**src/rtl/cordic_pkg.sv**
```systemverilog
// rtl/cordic_pkg.sv - shared constants, arctangent table and stage record for the CORDIC kernel
package cordic_pkg;
  localparam int CORDIC_DATA_WIDTH  = 16;
  localparam int CORDIC_ITERATIONS  = 16;
  localparam int CORDIC_THETA_WIDTH = 16;
  localparam int CORDIC_MAX_ITER    = 32;
  localparam int CORDIC_GAIN_COMP   = 19898;
  localparam int CORDIC_GAIN_SHIFT  = 15;

  // round(atan(2^-k) * 2^15 / pi): micro-rotation angles for a 16-bit binary angle
  localparam int CORDIC_ATAN16 [0:CORDIC_MAX_ITER-1] = '{
    8192, 4836, 2555, 1297, 651, 326, 163, 81, 41, 20, 10, 5, 3, 1, 1, 0,
    0, 0, 0, 0, 0, 0, 0, 0, 0, 0, 0, 0, 0, 0, 0, 0
  };

  typedef struct packed {
    logic signed [CORDIC_DATA_WIDTH+1:0]  x;
    logic signed [CORDIC_DATA_WIDTH+1:0]  y;
    logic signed [CORDIC_THETA_WIDTH-1:0] z;
    logic                                 valid;
  } cordic_stage_t;

  function automatic int cordic_atan(input int k, input int theta_width);
    int v;
    v = (k < CORDIC_MAX_ITER) ? CORDIC_ATAN16[k[4:0]] : 0;
    if (theta_width >= 16) return v <<< (theta_width - 16);
    return (v + (1 <<< (15 - theta_width))) >>> (16 - theta_width);
  endfunction
endpackage

```
**src/rtl/cordic_stage.sv**
```systemverilog
// rtl/cordic_stage.sv - one registered vectoring micro-rotation, stage index K
module cordic_stage
  import cordic_pkg::*;
#(
  parameter int XY_WIDTH    = CORDIC_DATA_WIDTH + 2,
  parameter int THETA_WIDTH = CORDIC_THETA_WIDTH,
  parameter int K           = 0
) (
  input  logic                          clk,
  input  logic                          reset,
  input  logic signed [XY_WIDTH-1:0]    i_x,
  input  logic signed [XY_WIDTH-1:0]    i_y,
  input  logic signed [THETA_WIDTH-1:0] i_z,
  input  logic                          i_valid,
  input  logic                          i_zero,
  output logic signed [XY_WIDTH-1:0]    o_x,
  output logic signed [XY_WIDTH-1:0]    o_y,
  output logic signed [THETA_WIDTH-1:0] o_z,
  output logic                          o_valid,
  output logic                          o_zero
);
  localparam logic signed [THETA_WIDTH-1:0] ATAN_K = THETA_WIDTH'(cordic_atan(K, THETA_WIDTH));

  logic signed [XY_WIDTH-1:0] w_x_sh;
  logic signed [XY_WIDTH-1:0] w_y_sh;

  assign w_x_sh = i_x >>> K;
  assign w_y_sh = i_y >>> K;

  always_ff @(posedge clk or negedge reset) begin
    if (!reset) begin
      o_x     <= '0;
      o_y     <= '0;
      o_z     <= '0;
      o_valid <= 1'b0;
      o_zero  <= 1'b0;
    end else begin
      o_valid <= i_valid;
      o_zero  <= i_zero;
      // Rotate towards the positive x axis, accumulating the angle removed
      if (!i_y[XY_WIDTH-1]) begin
        o_x <= i_x + w_y_sh;
        o_y <= i_y - w_x_sh;
        o_z <= i_z + ATAN_K;
      end else begin
        o_x <= i_x - w_y_sh;
        o_y <= i_y + w_x_sh;
        o_z <= i_z - ATAN_K;
      end
    end
  end
endmodule

```
**src/rtl/cordic_vectoring_kernel.sv**
```systemverilog
// rtl/cordic_vectoring_kernel.sv - pipelined vectoring CORDIC, (I,Q) -> magnitude and atan2 phase
// Define CORDIC_GAIN_COMP_EN to add a registered 1/K gain-compensation stage.
module cordic_vectoring_kernel
  import cordic_pkg::*;
#(
  parameter int DATA_WIDTH  = CORDIC_DATA_WIDTH,
  parameter int ITERATIONS  = CORDIC_ITERATIONS,
  parameter int THETA_WIDTH = CORDIC_THETA_WIDTH
) (
  input  logic                          clk,
  input  logic                          reset,
  input  logic signed [DATA_WIDTH-1:0]  data_i,
  input  logic signed [DATA_WIDTH-1:0]  data_q,
  input  logic                          enable,
  output logic signed [DATA_WIDTH+1:0]  output_data_i,
  output logic signed [DATA_WIDTH+1:0]  output_data_q,
  output logic signed [THETA_WIDTH-1:0] output_data_theta,
  output logic                          output_data_valid
);
  localparam int XW = DATA_WIDTH + 2;
  localparam logic signed [THETA_WIDTH-1:0] HALF_PI = {2'b01, {(THETA_WIDTH-2){1'b0}}};

  logic signed [XW-1:0]          w_x     [0:ITERATIONS];
  logic signed [XW-1:0]          w_y     [0:ITERATIONS];
  logic signed [THETA_WIDTH-1:0] w_z     [0:ITERATIONS];
  logic                          w_valid [0:ITERATIONS];
  logic                          w_zero  [0:ITERATIONS];
  logic signed [XW-1:0]          w_i_ext;
  logic signed [XW-1:0]          w_q_ext;

  logic signed [XW-1:0]          r_x0;
  logic signed [XW-1:0]          r_y0;
  logic signed [THETA_WIDTH-1:0] r_z0;
  logic                          r_valid0;
  logic                          r_zero0;

  assign w_i_ext = XW'(data_i);
  assign w_q_ext = XW'(data_q);

  // Quadrant pre-rotation brings the vector into the right half-plane; an all-zero
  // input is flagged so the phase can be forced to 0 where the iterations cannot converge
  always_ff @(posedge clk or negedge reset) begin
    if (!reset) begin
      r_x0     <= '0;
      r_y0     <= '0;
      r_z0     <= '0;
      r_valid0 <= 1'b0;
      r_zero0  <= 1'b0;
    end else begin
      r_valid0 <= enable;
      r_zero0  <= (data_i == '0) && (data_q == '0);
      if (!data_i[DATA_WIDTH-1]) begin
        r_x0 <= w_i_ext;
        r_y0 <= w_q_ext;
        r_z0 <= '0;
      end else if (!data_q[DATA_WIDTH-1]) begin
        r_x0 <= w_q_ext;
        r_y0 <= -w_i_ext;
        r_z0 <= HALF_PI;
      end else begin
        r_x0 <= -w_q_ext;
        r_y0 <= w_i_ext;
        r_z0 <= -HALF_PI;
      end
    end
  end

  assign w_x[0]     = r_x0;
  assign w_y[0]     = r_y0;
  assign w_z[0]     = r_z0;
  assign w_valid[0] = r_valid0;
  assign w_zero[0]  = r_zero0;

  for (genvar k = 0; k < ITERATIONS; k++) begin : g_stage
    cordic_stage #(
      .XY_WIDTH    (XW),
      .THETA_WIDTH (THETA_WIDTH),
      .K           (k)
    ) u_stage (
      .clk     (clk),
      .reset   (reset),
      .i_x     (w_x[k]),
      .i_y     (w_y[k]),
      .i_z     (w_z[k]),
      .i_valid (w_valid[k]),
      .i_zero  (w_zero[k]),
      .o_x     (w_x[k+1]),
      .o_y     (w_y[k+1]),
      .o_z     (w_z[k+1]),
      .o_valid (w_valid[k+1]),
      .o_zero  (w_zero[k+1])
    );
  end

`ifdef CORDIC_GAIN_COMP_EN
  localparam int PW = XW + 17;
  localparam logic signed [PW-1:0] GAIN_COMP = PW'(CORDIC_GAIN_COMP);
  localparam logic signed [PW-1:0] HALF_LSB  = PW'(1 << (CORDIC_GAIN_SHIFT - 1));

  logic signed [PW-1:0]          w_prod;
  logic signed [XW-1:0]          r_mag;
  logic signed [XW-1:0]          r_res;
  logic signed [THETA_WIDTH-1:0] r_theta;
  logic                          r_valid;

  assign w_prod = PW'(w_x[ITERATIONS]) * GAIN_COMP + HALF_LSB;

  always_ff @(posedge clk or negedge reset) begin
    if (!reset) begin
      r_mag   <= '0;
      r_res   <= '0;
      r_theta <= '0;
      r_valid <= 1'b0;
    end else begin
      r_mag   <= XW'(w_prod >>> CORDIC_GAIN_SHIFT);
      r_res   <= w_y[ITERATIONS];
      r_theta <= w_zero[ITERATIONS] ? '0 : w_z[ITERATIONS];
      r_valid <= w_valid[ITERATIONS];
    end
  end

  assign output_data_i     = r_mag;
  assign output_data_q     = r_res;
  assign output_data_theta = r_theta;
  assign output_data_valid = r_valid;
`else
  assign output_data_i     = w_x[ITERATIONS];
  assign output_data_q     = w_y[ITERATIONS];
  assign output_data_theta = w_zero[ITERATIONS] ? '0 : w_z[ITERATIONS];
  assign output_data_valid = w_valid[ITERATIONS];
`endif
endmodule

```
**config.mk**
```make
export PLATFORM = sky130hd
export DESIGN_NAME = cordic_vectoring_kernel
export DESIGN_NICKNAME = d
export VERILOG_FILES = /design/src/rtl/cordic_pkg.sv /design/src/rtl/cordic_stage.sv /design/src/rtl/cordic_vectoring_kernel.sv
export SDC_FILE = /design/constraint.sdc
export NUM_CORES = 2
export LEC_CHECK = 0
export ABC_AREA = 1
export BUFFER_PORTS_ARGS = -buffer_cell sky130_fd_sc_hd__buf_2
export CORE_MARGIN = 2
export CORE_UTILIZATION = 64
export DETAILED_ROUTE_END_ITERATION = 8
export GPL_ROUTABILITY_DRIVEN = 0
export PLACE_DENSITY = 0.83
export SETUP_SLACK_MARGIN = 0.4
export SYNTH_ARGS = -nofsm -noshare
export SYNTH_HDL_FRONTEND = slang
export SYNTH_SLANG_ARGS = --single-unit
export TNS_END_PERCENT = 10
```
**constraint.sdc**
```tcl
create_clock -name clk -period 4.8 [get_ports clk]
set_input_delay 0.24 -clock clk [delete_from_list [all_inputs] [get_ports clk]]
set_output_delay 0.24 -clock clk [all_outputs]
set_load 0.01 [all_outputs]
```
==> metrics.txt <==
status=finished, final reports clean; CTS sink cnt=a little under 900; Root Driver=clkbuf_16; unrepaired setup endpoints after global routing=no; Iter 0 DRT Violations=5795; vias in the first global route=61407; CP Cell Sequence=clkinv_1, o21ai_0, xnor2_1, inv_1, ha_1, nand2_1, inv_1, a21oi_1, nor2_1, nor3_1, nand2_1, nand2_1, nand2_1; area leader, netlist=dfrtp_1; Resized cells post-CTS=0; vias per cell=5.84; Least-Margin Pin Slew=around 1000 ps; number of nets still failing antenna checks after routing=0; die area=111000 um^2; clock transition at the registers of the reported paths=60 ps; Fmax=263 MHz; Rows=120; Synth Area in XOR/XNOR=a little under a tenth; DRC Markers=0; Hold Path Class=in2async; post-synthesis compound-gate area fraction=11.6%; Core ar.=between 100000 and 150000 um^2; crit-path leading delay family=flip-flops; Die Ht=333 um; buffers and inverters on the worst path=3; first-pass GRT wire length=296000 um; sequential area share after synthesis=about a third; CP arrival=4390 ps; library cells used by synthesis=a little over 50; TritonCTS Buffers=95; Critical Path End Type=flop; post-route cell area=75100 um^2; post-synthesis adder-cell area fraction=15.6%; most used cell, CP=nand2_1; diode count=0; Async S/R FF share, synth=100%; Rel. slew slack=a little under a third; WL/cell=16.5 um; YS warnings=0; Area contributors post-synth=dfrtp_1 (32%), ha_1 (14%), nand2_1 (11%), xor2_1 (8.0%), inv_1 (6.2%); share of the synthesized area in the top cell type=31.8%; Cells after DPL=~11000; largest family of logic cells by synthesized area=simple AND/OR/NAND/NOR gates; final cell count without fillers=approximately 11000; DP Area=71200 um^2; CTS Buffer Depth=3; total congestion overflow=0; pin count of the biggest net entering global routing=156; syn_area_per_cell=about 7.5 um^2; TritonCTS clock tree=done; synthesized instance count=9166; Max stage delay on crit path=970 ps; layout cells sized above 1=3.63%; number of synthesized flops with an enable pin=0; period utilization=79.2%; CP max FO=28; shortest period the worst path allows=3800 ps; area delta synth->final=8.66%; Synth Flop Type=dfrtp_1; Pins Over Slew Limit=0; Worst Setup Path Type=reg2reg; flops & latches, synth=878; FILL cells=8204; Total Neg Setup Slack=0 ps; Setup Viol. Count Final=0; CP Launch Type=flop; Worst Clk Skew=about 34 ps; IO Pins=a little under 90; chip width=approximately 330 um; Post-Route WL=179000 um; MaxCap Viol Count=0; CP max-delay cell=dfrtp_1; Cell Area, Synth=69100 um^2; initial core utilization=between 60% and 70%; clk_lat worst skew=710 ps; Pre-antenna DRT Iters=7; DR vias=63225; mux share of post-synthesis cell area=less than 1%; most frequent cell after synthesis=nand2_1; Hold Vio Cnt, Final=0; Final #Nets=10218; WP data required=between 5000 and 6000 ps; most frequent cells after synthesis=nand2_1 (2103), inv_1 (1145), nor2_1 (882); simple logic cell fraction of the synthesized area=24.6%; Global Route Usage Sum=32.1%; hpwl dp=139000 um; buffers added on ports=87; H-tree levels=3; initial antenna violation count=1
-- cells by family (layout without fill, tap and decap cells) --
kind of cell | Yosys count | count (layout)
buffers and inverters | 1233 | 1494
AOI/OAI and AO/OA | 1412 | 1412
other | 2 | 3
xor gates and xnor gates | 757 | 757
DFF | 878 | 878
muxes | 1 | 1
adders and majority gates | 835 | 835
and+or+nand+nor | 4048 | 4048
-- worst paths after layout --
path	to	cells past startpoint	slack (ps)	start
max	g_stage[6].u_stage.o_x[15]	13	1000	g_stage[5].u_stage.o_y[17]
max in group asynchronous	g_stage[15].u_stage.o_y[14]	3	3270	reset
min	g_stage[12].u_stage.o_zero	2	180	reset
min reg2reg	g_stage[8].u_stage.o_zero	0	350	g_stage[7].u_stage.o_zero
max reg2reg	g_stage[6].u_stage.o_x[15]	13	1000	g_stage[5].u_stage.o_y[17]
min in group clk	r_valid0	2	210	enable
-- routing by layer --
| layer | up-vias | GRT usage [%] | wire length, um |
|---|---|---|---|
| met4 | 2 | 13.2 | 7580 |
| met2 | 2613 | 55.9 | 85900 |
| met3 | 572 | 4.52 | 12300 |
| met5 | - | 0 | 13 |
| li1 | 30488 | - | - |
| met1 | 29550 | 39.8 | 72900 |
-- state kept, by name (all words and copies together) (netlist names) --
signal / flops
g_stage.u_stage.o_z: 231
g_stage.u_stage.o_x: 288
r_x0: 18
r_zero0: 1
g_stage.u_stage.o_valid: 16
r_z0: 2
r_valid0: 1
g_stage.u_stage.o_y: 287
g_stage.u_stage.o_zero: 16
r_y0: 18
-- stage by stage --
stage,util (%),setup slack (ps),hold slack [ps]
final,70.1,998,182
after detailed placement,66.5,1210,335
after floorplan,-,2170,-55.6
after global routing,70.1,772,209
after CTS,70.1,1170,161
after global placement,66.5,1270,332
-- layout by cell type, fill, tap and decap left out, drive strengths merged, types with 149 or more instances in the layout --
| master | Yosys | final |
|---|---|---|
| nor3 | 202 | 202 |
| ha | 787 | 787 |
| o21ai | 336 | 336 |
| dfrtp | 878 | 878 |
| xor2 | 629 | 629 |
| nand3 | 621 | 621 |
| nor2 | 887 | 887 |
| inv | 1151 | 1158 |
| nand2 | 2105 | 2105 |
| a21oi | 703 | 703 |
| a21o | 149 | 149 |
-- layout make-up --
class,count,area (um^2),share of cell area (%)
Clock buffer,120,2640,3.52
Clock inverter,57,758,1.01
Inverter,1158,4350,5.79
Multi-Input combinational cell,7056,42400,56.5
Sequential cell,878,22000,29.3
Tap cell,1403,1760,2.34
Timing Repair Buffer,159,1160,1.54
-- timing repair --
item,in CTS,in global routing
setup buffers,0,0
hold buffers,49,0
endpoints found under the hold margin,122,0
Power is not shown: default switching activity piles up to over one toggle a cycle in this logic, so the estimate is an artifact.
